===== config.mk =====
export PLATFORM = sky130hd
export DESIGN_NAME = binary_to_gray
export DESIGN_NICKNAME = d
export VERILOG_FILES = /design/src/rtl/binary_to_gray_pkg.sv /design/src/rtl/binary_to_gray.sv
export SDC_FILE = /design/constraint.sdc
export NUM_CORES = 1
export LEC_CHECK = 0
export CORE_MARGIN = 4
export CORE_UTILIZATION = 30
export CTS_CLUSTER_DIAMETER = 30
export DETAILED_ROUTE_END_ITERATION = 8
export PLACE_DENSITY = 0.67
export SYNTH_ARGS = -nofsm -noshare
export SYNTH_HDL_FRONTEND = slang
export SYNTH_SLANG_ARGS = --single-unit

===== constraint.sdc =====
create_clock -name clock -period 0.9 [get_ports clock]
set_clock_uncertainty 0.2 [all_clocks]
set_input_delay 0.18 -clock clock [delete_from_list [all_inputs] [get_ports clock]]
set_output_delay 0.18 -clock clock [all_outputs]
set_load 0.01 [all_outputs]

===== src/rtl/binary_to_gray_pkg.sv =====
// rtl/binary_to_gray_pkg.sv - shared Gray-code helpers
//
// Purpose: pure conversion functions shared by the binary-to-Gray block,
//          the companion Gray-to-binary block and the benches.
// Contents:
//   GRAY_MAX_WIDTH        widest supported code word
//   width_mask(width)     ones in the low 'width' bits
//   bin2gray(value,width) binary -> Gray over the low 'width' bits
//   gray2bin(value,width) Gray -> binary over the low 'width' bits
package binary_to_gray_pkg;

  localparam int GRAY_MAX_WIDTH = 32;

  function automatic logic [GRAY_MAX_WIDTH-1:0] width_mask(input int width);
    logic [GRAY_MAX_WIDTH-1:0] mask;
    if (width >= GRAY_MAX_WIDTH) begin
      mask = '1;
    end else begin
      mask = (32'd1 << width) - 32'd1;
    end
    return mask;
  endfunction

  function automatic logic [GRAY_MAX_WIDTH-1:0] bin2gray(
    input logic [GRAY_MAX_WIDTH-1:0] value,
    input int                        width
  );
    logic [GRAY_MAX_WIDTH-1:0] v;
    v = value & width_mask(width);
    return v ^ (v >> 1);
  endfunction

  // Each binary bit is the XOR of all Gray bits at or above it; the
  // doubling shifts build that prefix-XOR in log2(32) steps.
  function automatic logic [GRAY_MAX_WIDTH-1:0] gray2bin(
    input logic [GRAY_MAX_WIDTH-1:0] value,
    input int                        width
  );
    logic [GRAY_MAX_WIDTH-1:0] b;
    b = value & width_mask(width);
    b = b ^ (b >> 1);
    b = b ^ (b >> 2);
    b = b ^ (b >> 4);
    b = b ^ (b >> 8);
    b = b ^ (b >> 16);
    return b;
  endfunction

endpackage


===== src/rtl/binary_to_gray.sv =====
// rtl/binary_to_gray.sv - registered binary-to-Gray converter
//
// Purpose: converts din to Gray code and registers it so dout is driven
//          straight from flip-flops and can be sampled in another clock
//          domain by a synchronizer.
// Parameters:
//   WIDTH  code width, 1..32
// Ports:
//   clock  in   rising-edge clock
//   aclr   in   asynchronous active-high clear, forces dout to 0
//   din    in   binary value, synchronous to clock
//   dout   out  Gray code of din, one cycle later
module binary_to_gray
  import binary_to_gray_pkg::*;
#(
  parameter int WIDTH = 10
) (
  input  logic             clock,
  input  logic             aclr,
  input  logic [WIDTH-1:0] din,
  output logic [WIDTH-1:0] dout
);

  // This register feeds a CDC synchronizer: it must stay a single, unmerged,
  // unretimed bank so that only one bit can change per increment.
  (* keep = "true", dont_touch = "true", shreg_extract = "no", syn_preserve = 1 *)
  logic [WIDTH-1:0] gray_q;

  // Bitwise only: dout[i] = din[i+1] ^ din[i], MSB passes through.
  always_ff @(posedge clock or posedge aclr) begin
    if (aclr) begin
      gray_q <= '0;
    end else begin
      gray_q <= din ^ (din >> 1);
    end
  end

  assign dout = gray_q;

endmodule


# After elaboration in Yosys (flattened, before gate mapping)
# Cells that the tools add are included.
[word_totals] register_bits=10 latch_bits=0 ramBits=0 romBits=0 in_bits=12 out_inout_bits=10 word_cells=2 n_memories=0
[op_classes] add_sub_neg=0 multipliers=0 n_div=0 order_cmp=0 n_eq_ne=0 shift=0 n_mux=0 n_bitwise=1 reduce_logical=0
[op_table] op="XOR 10 x 9 -> 10 bit" count=1

# Logic depth before layout (Yosys ltp)
# Gate-level depths: netlist (run 1).
[depth] depth_word=1 mapped_depth=1 depth_no_buf=1

# Worst setup path after synthesis (run 1)
# Ideal clock, no wire load.
[synth_path] path_kind="register to output" start="reg gray_q[0], in the netlist dout[0]" end="out dout[0]" arrival_time_ns=0.467 required_time_ns=0.520 setup_slack_ns=0.053 stages_incl_launch_ff=2 path_cell_list="dfrtp_1 -> buf_4"
[synth_lines] item="from (decl)" line="binary_to_gray.sv:27" rtl="logic [WIDTH-1:0] gray_q;"
[synth_lines] item="from (signal assigned)" line="binary_to_gray.sv:34" rtl="gray_q <= din ^ (din >> 1);"
[synth_lines] item="to (decl)" line="binary_to_gray.sv:21" rtl="output logic [WIDTH-1:0] dout"
# No word-level cell between the ends.

# Final worst setup path (run 1)
[layout_path] start="reg gray_q[6], in the netlist dout[6]" end="out dout[6]"
# No word-level cell between the ends.

==> results of run 1 <==
-- final cells by class --
class | count | share of cell area (%)
Sequential cell | 10 | 44.2
Inverter | 1 | 0.662
Timing Repair Buffer | 23 | 34.0
Clock buffer | 3 | 3.97
Multi-Input combinational cell | 9 | 13.9
Tap cell | 15 | 3.31
-- power by group --
part	leakage, µW	switching [µW]	internal (µW)
Combinational	0.000158	75.2	102
Clock	0.0000138	125	153
Sequential	0.000117	10.3	493
Total	0.000289	210	747
-- cell usage after synthesis --
master	n	area share (%)
xor2_1	9	19
dfrtp_1	10	61
buf_4	10	18
inv_1	1	0.92
-- per-stage QoR --
stage | utilization, % | cells
detailed placement | 44.9 | 58
finish | 44.1 | 61
CTS | 42.7 | 61
global route | 44.1 | 61
floorplan | - | 30
global placement | 44.9 | 58
-- routing by layer --
metal / up-vias / track usage, % / routed length [µm]
met3: 0 / 2.39 / 46
met1: 110 / 5.04 / 191
met5: - / 0 / 0
met4: 0 / 8.77 / 0
met2: 12 / 10.9 / 383
li1: 112 / - / -
-- cell families after synthesis --
kind of cell           after synthesis
XOR/XNOR                             9
buffers and inverters               11
flip-flops                          10
-- worst max path at each step --
stage | from | slack (ps) | depth (start not counted) | endpoint
global route | dout[6]$_DFF_PP0_ | -260 | 1 | dout[6]
detailed placement | dout[8]$_DFF_PP0_ | -320 | 1 | dout[8]
global placement | dout[6]$_DFF_PP0_ | -310 | 1 | dout[6]
floorplan | dout[0]$_DFF_PP0_ | 50 | 1 | dout[0]
CTS | dout[8]$_DFF_PP0_ | -230 | 1 | dout[8]
finish | dout[6]$_DFF_PP0_ | -230 | 1 | dout[6]
-- repair_timing --
action                                 CTS  global route
gates resized for setup                 40             4
pin swaps                                0             1
endpoints found under the hold margin    0             1
setup endpoints to repair               10            11
==> results.toml, run 1 <==
[outcome]
status = "finished, violations left"
violations = "negative hold slack, negative setup slack"

[final_layout]
antenna_cells = 0
largest_register_ffs = 10
seq_area_um2 = 250
area_delta_synth_final_pct = 39.0
multi_input_area_um2 = 78.8
final_net_count = 60
drive_gt1_share_pct = 32.6
final_cell_mix = "dfrtp_1 (10), xor2_1 (9), clkdlybuf4s50_1 (9), buf_2 (8), clkbuf_4 (3)"
layout.cells.most_common = "dfrtp_1"
n_fill_cell = 126
design_area_um2 = 567

[place]
gp_congestion = 0.595
post-place-ws_ps = -324
numPortBuffers = 21
placed_cell_area_um2 = 577

[sta]
setup-tns-final_ps = -2160
holdWs_ps = -15.9
post-route-period-util_pct = 125
timing.fmax_ghz = 0.888
finalHoldViolCount = 8
slew-limit-headroom_pct = 90.9
grt_setup_unrepaired = "yes"
drv_slew = 0
fin_crit_ps = 1130
layout_setup_ws_ps = -226
tightest_slew_ps = 136
setup_viol = 10

[cts]
cts.sinks = 10
ctsHtreeMaxLevel = 1
clockBufferDepth = 2
cts_root_buf = "clkbuf_4"
cts_buffers = 3
cts.clk_slew.worst_paths_ps = 60
cts_hold_buf = 0
cts_setup_buffers = 0
cts_tree = "yes"

[floorplanning]
io_pins = 22
die_x_um = 44.9
die_y_um = 44.9
die_area_um2 = 2010
core_um2 = 1280
fp-row-count = 13
initial_core_util_pct = 31.7

[global_routing]
overflow = 0
antenna_found_initial = 0
gr-usage-all-layers_pct = 6.57
grt_pass1_vias = 233
grt_pass1_wl_um = 897
grt_start_max_net_pins = 6

[routing]
drt-total-wl_um = 621
ant_nets = 0
via_per_inst = 3.84
drc = 0
vias = 234
drt-pass1-iter-count = 4
drt_iter0_drc = 1
wire_per_inst_um = 10.2

[yosys]
yosys_warnings = 0
synth_top_family_by_area = "buffers and inverters"
netlist_area_um2 = 408
yosys-mux-area-fraction_pct = 0
synth_cell_types = 4
ys_ff_latch = 10
synth-compound-area-share_pct = 0
syn_nets = 42
synthAdderAreaFrac_pct = 0
synthXorXnorAreaFrac_pct = 19.3
ys_seq_area_share_pct = 61.3
synth_area_per_cell_um2 = 13.6
synthCells = 30
yosys.area_share.simple_pct = 0

[worst_setup_path]
endpoint_kind = "primary output"
critPathMaxFanout = 1
max_stage_delay_ps = 360
crit_slowest_cell = "dfrtp_1"
cp_top_family = "flip-flops"
arrival_ps = 750
path_cells = "buf_2"
crit_type = "flop to primary output"
required_ps = 520
worst_setup_path_start_kind = "flop"
path_buf_inv = 1

[power]
total_power_uw = 957
power_density_nw_per_um2 = 1690
power.leakage_uw = 0.000289
peakVddDrop_uv = 599

[min_path]
hold_start = "din[2]"
whs_path_depth = 2
min_to = "dout[2]$_DFF_PP0_"
hold_class = "primary input to flop"

[run]
cap_violations = 0
No activity file was read; power rests on OpenSTA's default activity.
==> run 2, diff against run 1 <==
--- a/config.mk
+++ b/config.mk
@@ -8,6 +8,7 @@
 export CORE_MARGIN = 4
 export CORE_UTILIZATION = 30
 export CTS_CLUSTER_DIAMETER = 30
+export CTS_CLUSTER_SIZE = 12
 export DETAILED_ROUTE_END_ITERATION = 8
 export PLACE_DENSITY = 0.67
 export SYNTH_ARGS = -nofsm -noshare
==> results of run 2 <==
Same layout as run 1: the final DEF is identical, and so are final timing and power.
==> run 3, diff against run 2 <==
--- a/config.mk
+++ b/config.mk
@@ -10,6 +10,7 @@
 export CTS_CLUSTER_DIAMETER = 30
 export CTS_CLUSTER_SIZE = 12
 export DETAILED_ROUTE_END_ITERATION = 8
+export GPL_TIMING_DRIVEN = 0
 export PLACE_DENSITY = 0.67
 export SYNTH_ARGS = -nofsm -noshare
 export SYNTH_HDL_FRONTEND = slang
==> run 3 against run 2 <==
Compared with the run above:
- the run ends with negative setup slack left
- core utilization is 3.4 points higher
- critical path depth did not move
- via count is 5.6% lower
==> results.toml, run 3 (synthesis gave the netlist of run 1 again) <==
[global_routing]
grt_pass1_vias = 232
antenna_found_initial = 0
gr-usage-all-layers_pct = 7.33
overflow = 0
grt_start_max_net_pins = 11
grt_pass1_wl_um = 966

[cts]
cts_tree = "yes"
clockBufferDepth = 2
ctsHtreeMaxLevel = 1
cts.clk_slew.worst_paths_ps = 60
cts_root_buf = "clkbuf_4"
cts_setup_buffers = 0
cts.sinks = 10
cts_buffers = 3

[final_layout]
antenna_cells = 0
area_delta_synth_final_pct = 49.7
drive_gt1_share_pct = 31.1
multi_input_area_um2 = 78.8
seq_area_um2 = 250
n_fill_cell = 122
largest_register_ffs = 10
final_net_count = 58
final_cell_mix = "clkdlybuf4s50_1 (11), dfrtp_1 (10), buf_6 (10), xor2_1 (9), clkbuf_4 (3)"
layout.cells.most_common = "clkdlybuf4s50_1"

[outcome]
violations = "negative setup slack"
status = "finished, violations left"

[routing]
drt-pass1-iter-count = 2
drt_iter0_drc = 1
drc = 0
wire_per_inst_um = 10.6
drt-total-wl_um = 635
vias = 221
via_per_inst = 3.68
ant_nets = 0

[sta]
drv_slew = 0
fin_crit_ps = 1150
layout_setup_ws_ps = -248
grt_setup_unrepaired = "yes"
timing.fmax_ghz = 0.871
finalHoldViolCount = 0
post-route-period-util_pct = 128
setup-tns-final_ps = -2290
tightest_slew_ps = 361
holdWs_ps = 0.805
setup_viol = 10
slew-limit-headroom_pct = 75.9

[worst_setup_path]
critPathMaxFanout = 1
arrival_ps = 770
path_buf_inv = 1
path_depth = 1
crit_type = "flop to primary output"
required_ps = 520
endpoint_kind = "primary output"
cp_top_family = "flip-flops"
worst_setup_path_start_kind = "flop"
path_cells = "buf_6"
crit_slowest_cell = "dfrtp_1"
max_stage_delay_ps = 390

[place]
gp_congestion = 0.658
numPortBuffers = 21

[floorplanning]
initial_core_util_pct = 31.7
die_x_um = 44.9
die_area_um2 = 2010
fp-row-count = 13
die_y_um = 44.9
core_um2 = 1280
io_pins = 22

[min_path]
hold_class = "primary input to async pin"

[power]
total_power_uw = 1110
power_density_nw_per_um2 = 1810
power.leakage_uw = 0.000285
peakVddDrop_uv = 815

[run]
cap_violations = 0
==> run 3: cell type report <==
| type | instances | share of cell area (%) |
|---|---|---|
| Sequential cell | 10 | 41.0 |
| Timing Repair Buffer | 21 | 36.5 |
| Multi-Input combinational cell | 9 | 12.9 |
| Clock buffer | 4 | 5.94 |
| Tap cell | 15 | 3.07 |
| Inverter | 1 | 0.615 |
==> run 3: metrics by stage <==
step                      instances  setup WS, ps  util, %  area (µm²)
after floorplan                  30          53.2        -         408
after global placement           66          -414     49.6         637
after detailed placement         66          -420     49.6         637
after CTS                        60          -256     47.5         611
after global routing             60          -279     47.5         611
final                            60          -248     47.5         611
==> run 3: routing by layer <==
layer / routed length [µm] / vias up / share of wire, % / track usage [%]
met3: 39 / 2 / 6.1 / 2.39
met5: 0 / - / 0 / 0
met4: 24 / 0 / 3.8 / 8.77
met2: 316 / 8 / 50 / 9.74
li1: - / 109 / - / -
met1: 255 / 102 / 40 / 8.35
==> run 3: final timing paths <==
kind	startpoint	endpoint	slack, ps
setup / recovery	dout[4]$_DFF_PP0_	dout[4]	-250
max in group asynchronous	aclr	dout[2]$_DFF_PP0_	240
hold / removal	aclr	dout[5]$_DFF_PP0_	0.8
min in group clock	din[9]	dout[9]$_DFF_PP0_	210
==> run 3: where the power goes <==
part           leakage [µW]  switching (µW)  total, µW  internal (µW)
clock             0.0000210             140        385            245
sequential         0.000117            20.9        514            493
combinational      0.000147            73.2        209            136
==> run 3: what timing repair did <==
item                                    in CTS  in global routing
pin swaps                                    0                  1
hold buffers                                 0                  0
gates resized for setup                     50                  0
endpoints found under the setup margin      10                 11
